<file path="src/rtl/cmem.sv">
// Coefficient memory: DEPTH x WIDTH signed taps, one write and one registered read port.
// Optional CMEM_BYPASS_EN: same-address write+read returns the new word (write-first).
module cmem #(
  parameter int DEPTH  = 64,
  parameter int WIDTH  = 16,
  parameter int ADDR_W = 6
) (
  input  logic                     clk2,
  input  logic                     rstn,
  input  logic                     cload,
  input  logic [ADDR_W-1:0]        caddr,
  input  logic signed [WIDTH-1:0]  cin,
  input  logic                     ren,
  input  logic [ADDR_W-1:0]        raddr,
  output logic signed [WIDTH-1:0]  cout
);

  logic signed [WIDTH-1:0] mem [DEPTH];
  logic signed [WIDTH-1:0] rdata;
  logic                    wr;
  logic                    rd;

  assign wr = !rstn && cload;
  assign rd = !rstn && ren;

`ifdef CMEM_BYPASS_EN
  // Forward the incoming word when it targets the address being read.
  always_comb begin
    rdata = mem[raddr];
    if (cload && (caddr == raddr)) rdata = cin;
  end
`else
  // Read-first: the old word is returned; the new one is visible next cycle.
  always_comb begin
    rdata = mem[raddr];
  end
`endif

  // Storage is deliberately left uncleared by reset.
  always_ff @(posedge clk2) begin
    if (wr) mem[caddr] <= cin;
  end

  always_ff @(posedge clk2) begin
    if (rstn) begin
      cout <= '0;
    end else if (rd) begin
      cout <= rdata;
    end
  end

endmodule

</file>
<file path="config.mk">
export PLATFORM = sky130hd
export DESIGN_NAME = cmem
export DESIGN_NICKNAME = d
export VERILOG_FILES = /design/src/rtl/cmem.sv
export SDC_FILE = /design/constraint.sdc
export NUM_CORES = 1
export LEC_CHECK = 0
export BUFFER_PORTS_ARGS = -buffer_cell sky130_fd_sc_hd__buf_2
export CORE_ASPECT_RATIO = 2
export CORE_UTILIZATION = 50
export CTS_CLUSTER_DIAMETER = 30
export CTS_CLUSTER_SIZE = 30
export DETAILED_ROUTE_END_ITERATION = 8
export PLACE_DENSITY = 0.7
export RECOVER_POWER = 100
export SYNTH_ARGS = -nofsm -noshare
export SYNTH_HDL_FRONTEND = slang
export SYNTH_SLANG_ARGS = --single-unit
</file>
<file path="constraint.sdc">
create_clock -name clk2 -period 3.55 [get_ports clk2]
set_input_delay 0.71 -clock clk2 [delete_from_list [all_inputs] [get_ports clk2]]
set_output_delay 0.71 -clock clk2 [all_outputs]
set_load 0.02 [all_outputs]
</file>
==> results.txt <==
Commonest cells post-synth -> 1,024 x edfxtp_1, 192 x mux2_2, 128 x mux4_2
RSZ-0062 raised after global routing -> no
Top-Level Pins -> 48
number of global-route vias before repair -> 21,400
Hold Vio Cnt, Final -> 0
Distinct cells, synth -> 30
failing checks -> max-capacitance violations, max-slew violations
Tightest Hold Check Type -> in -> reg
worst slew pin tran -> 2.96 ns
clock buffer count from CTS -> 108
ys flop type -> edfxtp_1
warnings from Yosys -> 0
met3 Use GR -> 0.0425
die area -> 0.0815 mm^2
WP data arrival -> 3.66 ns
Clock transition at path regs -> 0.07 ns
Pwr per Cell Area -> 578 mW/mm^2
Final WS setup -> 0.471 ns
Vias/cell -> 6.17
Layout Skew -> 0.0275 ns
Max VDD drop -> 0.500 mV
Sink Count -> 1,040
fin nets -> 2,266
grt met1 use -> 0.290
CP Data Required Time -> 4.13 ns
Skew-Pair Late Insertion Delay -> 0.70 ns
busiest grt layer -> met2
clk buf depth -> 3
Post-Layout Cell Count -> 3,368
outcome -> finished, violations left
Crit-path slowest cell -> clkbuf_1
CP startpoint kind -> input port
DRT Pass-1 Iters -> 5
PortBufs -> 47
Net Count, Synth -> 2,064
post-synthesis sequential area ratio -> 0.774
DP HPWL -> 65.7 mm
Congestion Overflow GR -> 0
CTS tree -> done
CTS HTree Levels -> 3
final WL -> 103 mm
dominant cells by area after synthesis -> edfxtp_1 77%, mux4_2 7.2%, mux2_2 5.4%, a211oi_1 1.2%, nor2b_1 1.0%
met2 Usage GRT -> 0.445
Final Wtd Congestion -> 0.935
area growth from synthesis to layout -> 14.4%
Synth Cell Area -> 0.0401 mm^2
Pins Over Slew Limit -> 683
pin count of the biggest net entering global routing -> 71
Synth area leader -> edfxtp_1
WS Path Type -> in -> reg
LEAKAGE -> 14.2 nW
FMAX -> 0.325 GHz
initial DRC count -> 2,010
drt drc -> 0
via total after detailed routing -> 20,800
number of setup buffers added after CTS -> 0
drt wl/cell -> 30.5 um
Async SR Flop Fraction -> 0
Synth Area per Inst -> 19.7 um^2
die extent in y -> 403 um
layout cell share with drive strength beyond 1 -> 0.274
row count -> 146
Synth top area share -> 0.766
first-pass GRT wire length -> 147 mm
Post-synth EDFFs -> 1,024
post-cts hold buffer count -> 0
Post-Synthesis Cells -> 2,032
hold_ws -> 0.637 ns
crit path capture type -> flip-flop
worst-path fanout max -> 23
top-count cell post-synth -> edfxtp_1
Place WS -> 0.172 ns
post-CTS sizing -> 0
core area -> 0.0793 mm^2
crit-path cells -> clkbuf_8, buf_4, nand2_1, clkbuf_1, a211oi_1, nor3_1, nor3_1, buf_4, o221ai_1
final core utilization -> 0.579
Max Cap Violations -> 15
Placed Cells -> 3,160
Slew headroom -> -0.974
slowest stage delay, CP -> 0.76 ns
initial core utilization -> 0.506
post-route antenna net violation count -> 0
Final Critical Period -> 3.08 ns
setup TNS -> 0 ns
Yosys reg bits -> 1,040
antenna violations before repair -> 8
Die W -> 202 um
Tcrit/Tclk final -> 0.867
Final Setup Violations -> 0
gr usage total -> 0.256
Root Buffer -> clkbuf_16
==> flip-flops by register name, indices dropped and copies added, names as in the netlist <==
register and cells:
cout 16, mem 1024
==> critical path, delay by kind of cell <==
| kind | cells | cell delay [ns] |
|---|---|---|
| simple gates | 3 | 1.21 |
| compound gates | 2 | 0.27 |
| buf+inv | 4 | 1.40 |
==> final cells by class <==
cell class	count	area (um^2)
flip-flops and latches	1040	31100
clock buffers	116	2740
fillers	5840	33400
repair buffers	216	1330
multi-input cells	868	8460
diodes	3	7.51
well taps	1036	1300
clock inverters	89	1010
==> path summary, 6_finish.rpt <==
kind	slack, ns	end	from	depth (start not counted)
setup reg to reg	1.18	cout[0]$_SDFFE_PP0P_	mem[30][0]$_DFFE_PP_	7
hold / removal	0.64	mem[41][0]$_DFFE_PP_	caddr[1]	4
setup / recovery	0.47	cout[14]$_SDFFE_PP0P_	raddr[0]	9
hold reg to reg	0.68	cout[6]$_SDFFE_PP0P_	cout[6]$_SDFFE_PP0P_	2
==> metal layers <==
metal / share of wire / vias up
met3: 0.066 / 274
met1: 0.34 / 10800
met4: 0.077 / 10
li1: - / 8809
met5: 0.00056 / -
met2: 0.52 / 906
==> logic make-up after synthesis <==
group / synth area share
buffers and inverters: 0.0150
AOI/OAI and AO/OA: 0.0524
DFF: 0.774
muxes: 0.126
and+or+nand+nor: 0.0325
==> placed cells by master, fill, tap and decap left out, types with 64 or more instances in the layout <==
cell,n
edfxtp_1,1024
mux2_2,192
mux4_2,128
clkbuf_1,124
clkbuf_16,108
nor2_1,68
nor2b_1,66
buf_4,65
a211oi_1,64
o22ai_1,64
o21ai_0,64
nor3_1,64
==> per-stage QoR <==
stage / instance area (um^2) / power [mW]
finish: 45900 / 26.5
detailed placement: 42500 / 15.1
global route: 45900 / 27.1
floorplan: 40100 / 14.5
CTS: 46300 / 26.7
global placement: 42500 / 15.1
==> where the power goes <==
group / total [mW] / internal (mW) / switching, mW
logic: 1.30 / 0.440 / 0.857
clock network: 11.6 / 6.30 / 5.35
registers: 13.6 / 13.6 / 0.0382
No activity file was read; power rests on OpenSTA's default activity.
